File: config.mk
export PLATFORM = sky130hd
export DESIGN_NAME = mux_sel_arbiter
export DESIGN_NICKNAME = d
export VERILOG_FILES = /design/src/rtl/mux_sel_arbiter.sv
export SDC_FILE = /design/constraint.sdc
export NUM_CORES = 1
export LEC_CHECK = 0
export BUFFER_PORTS_ARGS = -buffer_cell sky130_fd_sc_hd__buf_4
export CAP_MARGIN = 25
export CORE_ASPECT_RATIO = 1.2
export CORE_MARGIN = 10
export CORE_UTILIZATION = 45
export DETAILED_ROUTE_END_ITERATION = 16
export PLACE_DENSITY = 0.66
export SLEW_MARGIN = 20
export SYNTH_ARGS = -nofsm -noshare
export SYNTH_HDL_FRONTEND = slang
export SYNTH_SLANG_ARGS = --single-unit
File: constraint.sdc
create_clock -name clk -period 4.4 [get_ports clk]
set_input_delay 0.22 -clock clk [delete_from_list [all_inputs] [get_ports clk]]
set_output_delay 0.22 -clock clk [all_outputs]
set_load 0.01 [all_outputs]
File: src/rtl/mux_sel_arbiter.sv
// rtl/mux_sel_arbiter.sv - round-robin owner of the 8:1 mux select; optional forced release under `ifdef ARB_TIMEOUT_EN
module mux_sel_arbiter #(
    parameter int unsigned NREQ     = 8,
    parameter int unsigned SEL_W    = 3,
    parameter int unsigned MAX_HOLD = 16
) (
    input  logic             clk,
    input  logic             rst_n,
    input  logic [NREQ-1:0]  req,
    output logic [NREQ-1:0]  gnt,
    output logic [SEL_W-1:0] sel,
    output logic             sel_valid,
    output logic             busy,
    output logic             timeout
);

    typedef enum logic {
        IDLE = 1'b0,
        OWN  = 1'b1
    } state_e;

    state_e           state_q, state_d;
    logic [NREQ-1:0]  gnt_q, gnt_d;
    logic [SEL_W-1:0] sel_q, sel_d;
    logic [SEL_W-1:0] ptr_q, ptr_d;

    logic [NREQ-1:0]  others_w;
    logic             owner_req_w;
    logic             force_w;
    logic             release_w;
    logic [SEL_W-1:0] after_owner_w;
    logic [SEL_W-1:0] search_from_w;
    logic [SEL_W:0]   pick_w;
    logic             new_grant_w;

    // First set bit of r at or above start, wrapping; MSB of result flags a hit.
    function automatic logic [SEL_W:0] rr_pick(input logic [NREQ-1:0]  r,
                                               input logic [SEL_W-1:0] start);
        logic [SEL_W:0]   res;
        logic [SEL_W-1:0] idx;
        res = '0;
        for (int i = NREQ - 1; i >= 0; i--) begin
            idx = start + SEL_W'(i);
            if (r[idx]) begin
                res = {1'b1, idx};
            end
        end
        return res;
    endfunction

    // Candidate set excludes the current owner; in IDLE gnt_q is zero so this is just req.
    always_comb begin
        others_w      = req & ~gnt_q;
        owner_req_w   = |(req & gnt_q);
        after_owner_w = sel_q + SEL_W'(1);
        release_w     = (state_q == OWN) && (!owner_req_w || force_w);
        search_from_w = (state_q == OWN) ? after_owner_w : ptr_q;
        pick_w        = rr_pick(others_w, search_from_w);
    end

`ifdef ARB_TIMEOUT_EN
    localparam int unsigned HOLD_W = (MAX_HOLD > 1) ? $clog2(MAX_HOLD) : 1;

    logic [HOLD_W-1:0] hold_cnt_q, hold_cnt_d;

    // Forced release only when someone else is waiting; a lone owner keeps the mux.
    always_comb begin
        force_w = (state_q == OWN) && owner_req_w &&
                  (hold_cnt_q == HOLD_W'(MAX_HOLD - 1)) && (|others_w);
    end

    // Count owner cycles, restart on every new grant, saturate at MAX_HOLD-1.
    always_comb begin
        hold_cnt_d = hold_cnt_q;
        if (new_grant_w) begin
            hold_cnt_d = '0;
        end else if ((state_q == OWN) && (hold_cnt_q != HOLD_W'(MAX_HOLD - 1))) begin
            hold_cnt_d = hold_cnt_q + HOLD_W'(1);
        end
    end

    // Hold counter register.
    always_ff @(posedge clk or negedge rst_n) begin
        if (!rst_n) begin
            hold_cnt_q <= '0;
        end else begin
            hold_cnt_q <= hold_cnt_d;
        end
    end

    assign timeout = force_w;
`else
    assign force_w = 1'b0;
    assign timeout = 1'b0;
`endif

    // Next-state: grant from IDLE, or on owner release hand over back-to-back or drop to IDLE.
    always_comb begin
        state_d     = state_q;
        gnt_d       = gnt_q;
        sel_d       = sel_q;
        ptr_d       = ptr_q;
        new_grant_w = 1'b0;
        case (state_q)
            IDLE: begin
                if (pick_w[SEL_W]) begin
                    state_d     = OWN;
                    gnt_d       = NREQ'(1) << pick_w[SEL_W-1:0];
                    sel_d       = pick_w[SEL_W-1:0];
                    new_grant_w = 1'b1;
                end
            end
            OWN: begin
                if (release_w) begin
                    ptr_d = after_owner_w;
                    if (pick_w[SEL_W]) begin
                        gnt_d       = NREQ'(1) << pick_w[SEL_W-1:0];
                        sel_d       = pick_w[SEL_W-1:0];
                        new_grant_w = 1'b1;
                    end else begin
                        state_d = IDLE;
                        gnt_d   = '0;
                    end
                end
            end
            default: begin
                state_d = IDLE;
                gnt_d   = '0;
            end
        endcase
    end

    // State, grant, select and pointer registers; reset clears them immediately.
    always_ff @(posedge clk or negedge rst_n) begin
        if (!rst_n) begin
            state_q <= IDLE;
            gnt_q   <= '0;
            sel_q   <= '0;
            ptr_q   <= '0;
        end else begin
            state_q <= state_d;
            gnt_q   <= gnt_d;
            sel_q   <= sel_d;
            ptr_q   <= ptr_d;
        end
    end

    assign gnt       = gnt_q;
    assign sel       = sel_q;
    assign sel_valid = (state_q == OWN);
    assign busy      = (state_q == OWN);

endmodule
Yosys cells after proc, flatten, opt, wreduce, memory -nomap -nowiden
Index checks and enable logic that the tools add are counted.
{ "word_totals": {"regBits": 15, "latchBits": 0, "mem_count": 0, "word_cells": 67, "rom_bits": 0, "out_inout_bits": 14, "in_bits": 10, "ram_bits": 0} }
{ "op_classes": {"n_addsub": 8, "mul": 0, "reduce_logical": 5, "mux": 35, "n_eq_ne": 2, "order_cmp": 8, "n_bitwise": 4, "div_mod_pow": 0, "shift": 1} }
{ "op_table": {"columns": ["operator", "count"], "rows": [
  ["less-than comparator 3 x 4 -> 1 bit, second input constant", 8],
  ["two-way mux 4 bit", 8],
  ["binary-select mux 1 bit (select 3 bit)", 8],
  ["two-way mux 8 bit", 3],
  ["AND 8 bit", 2],
  ["one-hot mux 8 bit (2 select lines)", 1],
  ["adder 3 bit, second input constant", 4],
  ["two-way mux 1 bit", 10],
  ["two-way mux 3 bit", 3],
  ["NOT 8 bit", 1],
  ["OR reduction 8 bit", 1],
  ["left shift 1 x 3 -> 8 bit, first input constant", 1],
  ["adder 3 x 1 -> 3 bit, second input constant", 2],
  ["adder 3 x 2 -> 3 bit, second input constant", 2],
  ["one-hot mux 3 bit (2 select lines)", 1],
  ["AND reduction 2 bit", 2],
  ["!= test 2 x 1 -> 1 bit, second input constant", 1],
  ["!= test 2 bit, second input constant", 1],
  ["one-hot mux 1 bit (2 select lines)", 1],
  ["logical AND 1 bit", 1],
  ["zero test 1 bit", 1],
  ["NOT 1 bit", 1]
]} }

Logic depth before layout (Yosys ltp)
{ "depth": {"ltp_word": 17, "mapped_depth": 13, "ltp_nobuf": 11} }

Worst setup path after synthesis
No wires, ideal clock.
{ "synth_path": {"path_kind": "flip-flop to flip-flop", "from": "reg sel_q[0] (netlist: sel[0])", "to": "reg gnt_q[0] (netlist: gnt[0])", "setup_ns": 0.122, "synth_period_minus_slack_ns": 3.161, "arrival_time_ns": 3.039, "setup_slack_ns": 1.239, "path_stages_with_launch": 11, "required_ns": 4.278, "cell_sequence": "dfrtp_1 > ha_1 > mux2i_4 > inv_4 > ha_1 > mux4_2 > mux2_4 > o21ai_2 > a21oi_1 > or3_4 > a32o_1"} }
{ "synth_via": {"elab_chain_len": 17} }
{ "synth_rtl": {"columns": ["item", "line_no", "text"], "rows": [
  ["start: declaration", "24", "logic [SEL_W-1:0] sel_q, sel_d;"],
  ["start signal: assignment", "143", "sel_q <= sel_d;"],
  ["adder 3 x 1 -> 3 bit *", "55", "after_owner_w = sel_q + SEL_W'(1);"],
  ["net after_owner_w[1]", "31", "logic [SEL_W-1:0] after_owner_w;"],
  ["two-way mux 3 bit *", "57", "search_from_w = (state_q == OWN) ? after_owner_w : ptr_q;"],
  ["adder 3 bit", "43", "idx = start + SEL_W'(i);"],
  ["binary-select mux 1 bit (select 3 bit)", "44", "if (r[idx]) begin"],
  ["two-way mux 1 bit (not written as such)", "44", null],
  ["two-way mux 4 bit (7 in a row)", "44", null],
  ["two-way mux 4 bit *", "44", null],
  ["left shift 1 x 3 -> 8 bit", "108, 117", null],
  ["two-way mux 8 bit", "116", "if (pick_w[SEL_W]) begin"],
  ["two-way mux 8 bit", "114", "if (release_w) begin"],
  ["one-hot mux 8 bit (2 select lines)", "104", "case (state_q)"],
  ["end signal: assignment", "142", "gnt_q <= gnt_d;"],
  ["end: declaration", "23", "logic [NREQ-1:0] gnt_q, gnt_d;"]
]} }
The timed path passes the listed nets; every way through them passes the cells marked *. The select of a mux whose other input is x is not followed.
A chain may end at the register's enable or synchronous reset.

Final worst setup path
{ "layout_path": {"from": "reg state_q (netlist: busy)", "to": "reg gnt_q[0] (netlist: gnt[0])"} }
{ "layout_via": {"elab_chain_len": 16} }
{ "layout_rtl": {"columns": ["item", "line_no", "text"], "rows": [
  ["start: declaration", "22", "state_e state_q, state_d;"],
  ["start signal: assignment", "141", "state_q <= state_d;"],
  ["two-way mux 3 bit", "57", null],
  ["adder 3 bit", "43", null],
  ["binary-select mux 1 bit (select 3 bit)", "44", null],
  ["two-way mux 1 bit (not written as such)", "44", null],
  ["two-way mux 4 bit (8 in a row)", "44", null],
  ["left shift 1 x 3 -> 8 bit", "108, 117", null],
  ["two-way mux 8 bit", "116", null],
  ["two-way mux 8 bit", "114", null],
  ["one-hot mux 8 bit (2 select lines)", "104", null]
]} }
Several ways; a longest one is shown, not always the timed one. The select of a mux whose other input is x is not followed.

==> results.tsv <==
stage	metric	value	unit
global_routing	grt_overflow	0	
floorplanning	design.portCount	24	
cts	clk_pin_slew	0.06	ns
worst_setup_path	path_buf_inv	1	
synthesis	ys_seq_elements	15	
synthesis	ys.flop_type	dfrtp_1	
global_routing	grt_pass1_vias	1398	
worst_setup_path	endpoint_kind	flip-flop	
global_routing	antenna_found_initial	0	
worst_setup_path	critPathKind	reg -> reg	
timing	tns	0	ns
cells_and_area	fin_nets	189	
synthesis	synthCells	153	
placement	place.gp.congestion	0.874	
synthesis	ys_seq_area_share	24.7	%
cells_and_area	fin_util	52.6	%
route	drc	0	
placement	hpwl	3240	um
cts	cts_max_level	1	
synthesis	synthXorXnorAreaFrac	4.36	%
cts	ctsHoldBuffers	1	
cells_and_area	nFillCells	290	
worst_setup_path	start_kind	flip-flop	
cts	post_cts_resized	0	
timing	report.final.slew_viol_count	0	
floorplanning	fp.dieH	83.7	um
cts	tritoncts	built	
cts	numClockSinks	15	
cells_and_area	layout_common_cells	23 x mux2i_1, 22 x buf_4, 17 x nand2_1	
outcome	status	finished clean	
synthesis	netlist.area_leader.share	24.7	%
synthesis	synth_edf_count	0	
synthesis	ys_top_cells_by_area	dfrtp_1 25%, mux2i_1 15%, nand2_1 4.2%	
synthesis	synth_area	1520	um2
synthesis	synth_compound_area_share	22.4	%
cells_and_area	layout.area.seq	375	um2
cells_and_area	multiInputGateArea	1070	um2
route	num_vias	1320	
synthesis	synth_fa_ha_area_share	1.65	%
synthesis	synth_top_family_by_area	multiplexers	
timing	max_slew_margin	62.2	%
cells_and_area	drive_gt1_share	25.6	%
floorplanning	fp.dieW	73.1	um
timing	clock.fmax	285	MHz
floorplanning	die_area	6110	um2
synthesis	async_flop_share	100	%
floorplanning	rows	23	
timing	tightest_slew	0.551	ns
cells_and_area	synthToLayoutAreaGrowth	14.5	%
synthesis	muxShareOfSynthArea	25.8	%
worst_setup_path	rrSetupSlack	0.89	ns
worst_setup_path	arrival	3.65	ns
worst_setup_path	crit_slowest_cell	dfrtp_1	
worst_setup_path	required	4.53	ns
timing	setup_viol	0	
synthesis	ys_types	50	
worst_setup_path	critical_path.cell_chain	mux2i_4 > inv_4 > ha_1 > mux4_2 > a22o_1 > o21ai_1 > a21oi_1 > o31ai_4 > nor2_1 > a32o_1	
cells_and_area	layout_commonest_cell	mux2i_1	
timing	min_period_over_period	79.9	%
cells_and_area	fin_cells	213	
route	ant_nets	0	
worst_setup_path	critPathTopFamily	compound AO/OA/AOI/OAI gates	
synthesis	syn-num-nets	165	
timing	finalHoldViolCount	0	
synthesis	ys_warn_count	0	
cts	cts_root_buffer	clkbuf_8	
synthesis	yosysTopAreaCell	dfrtp_1	
route	dr.first_iter.drc_count	85	
cts	insertion_delay	0.25	ns
route	dr.pass1.iters	4	
placement	dpl.cell_count	208	
cts	cts_setup_buffers	0	
global_routing	grt_use_total	13.2	%
floorplanning	initial_core_util	45.9	%
flow_run	cap_viol_max_count	0	
route	wirelength	3930	um
worst_setup_path	max_stage_delay	0.66	ns
global_routing	grt_pass1_wl	6630	um
timing	rsz0062_at_grt	no	
hold_path	hold_class	in -> async	
synthesis	syn-mean-instance-area	9.94	um2
timing	finalClockSkew	0.00351	ns
cts	clockBufferDepth	2	
route	routed_via_density	6.20	
cells_and_area	antenna-diode-count	0	
cts	cts_buffers	3	
worst_setup_path	cp_max_fo	12	
timing	fin_hold_ws	0.359	ns
route	wl_per_cell	18.5	um
timing	min_period	3.51	ns
placement	io_buffers	22	
floorplanning	core_area	3310	um2
global_routing	grt_max_degree	16	
synthesis	synth_simple_gate_area_share	16.2	%
[worst register-to-register path: cells and delay by family (launching register included)]
kind,cells,cell delay (ns)
flip-flops,1,0.66
AND/OR/NAND/NOR,1,0.13
buffers and inverters,1,0.13
adder cells (fa/ha/maj),1,0.39
multiplexers,2,0.92
AO/OA/AOI/OAI,5,1.16
[sequential cells by signal (all words and copies together) (netlist names)]
signal	cells
gnt	8
ptr_q	3
sel	3
busy	1
[synthesized netlist by cell type, types with 3 or more instances]
| master | number |
|---|---|
| dfrtp_1 | 15 |
| nor2b_1 | 8 |
| nand2_1 | 17 |
| mux2i_1 | 23 |
| nor2_1 | 3 |
| mux2_2 | 4 |
| a22oi_1 | 6 |
| a21o_1 | 3 |
| a22o_1 | 6 |
| xnor2_1 | 4 |
| a32o_1 | 3 |
| o21ai_0 | 3 |
| a21oi_1 | 4 |
| nand3_1 | 4 |
| o21ai_1 | 4 |
| nand2b_1 | 3 |
[logic make-up (layout without fill, tap and decap cells)]
kind of cell,after synthesis,count (layout)
muxes,33,33
and+or+nand+nor,45,45
DFF,15,15
adders and majority gates,2,2
AOI/OAI and AO/OA,43,43
xor gates and xnor gates,6,6
buffers and inverters,8,31
other,1,1
[path summary, 6_finish.rpt]
kind | from | endpoint | depth (start not counted)
max in group asynchronous | rst_n | sel[0] | 2
worst max register to register | busy | gnt[0] | 10
min in group clk | ptr_q[0] | ptr_q[0] | 2
worst min register to register | ptr_q[0] | ptr_q[0] | 2
worst min-delay path | rst_n | sel[2] | 2
worst max-delay path | busy | gnt[0] | 10
[routing by layer]
metal	up-vias	GRT usage, %	part of all wire [%]
met1	633	16.2	44
met2	47	21.3	48
met5	-	0	0
li1	629	-	-
met4	0	4.84	2.8
met3	11	2.98	5.4
[stage by stage]
stage               setup WS [ns]  area [um2]
finish                      0.886        1740
global route                0.690        1740
CTS                         0.877        1740
detailed placement          0.906        1690
global placement            0.991        1690
floorplan                    1.24        1520
[layout make-up]
cell class / count / share of cell area, %
well taps: 37 / 2.66
repair buffers: 23 / 10.1
flip-flops and latches: 15 / 21.6
clock buffers: 4 / 2.59
multi-input cells: 130 / 61.7
inverters: 4 / 1.44
Power is not shown: default switching activity piles up to over one toggle a cycle in this logic, so the estimate is an artifact.
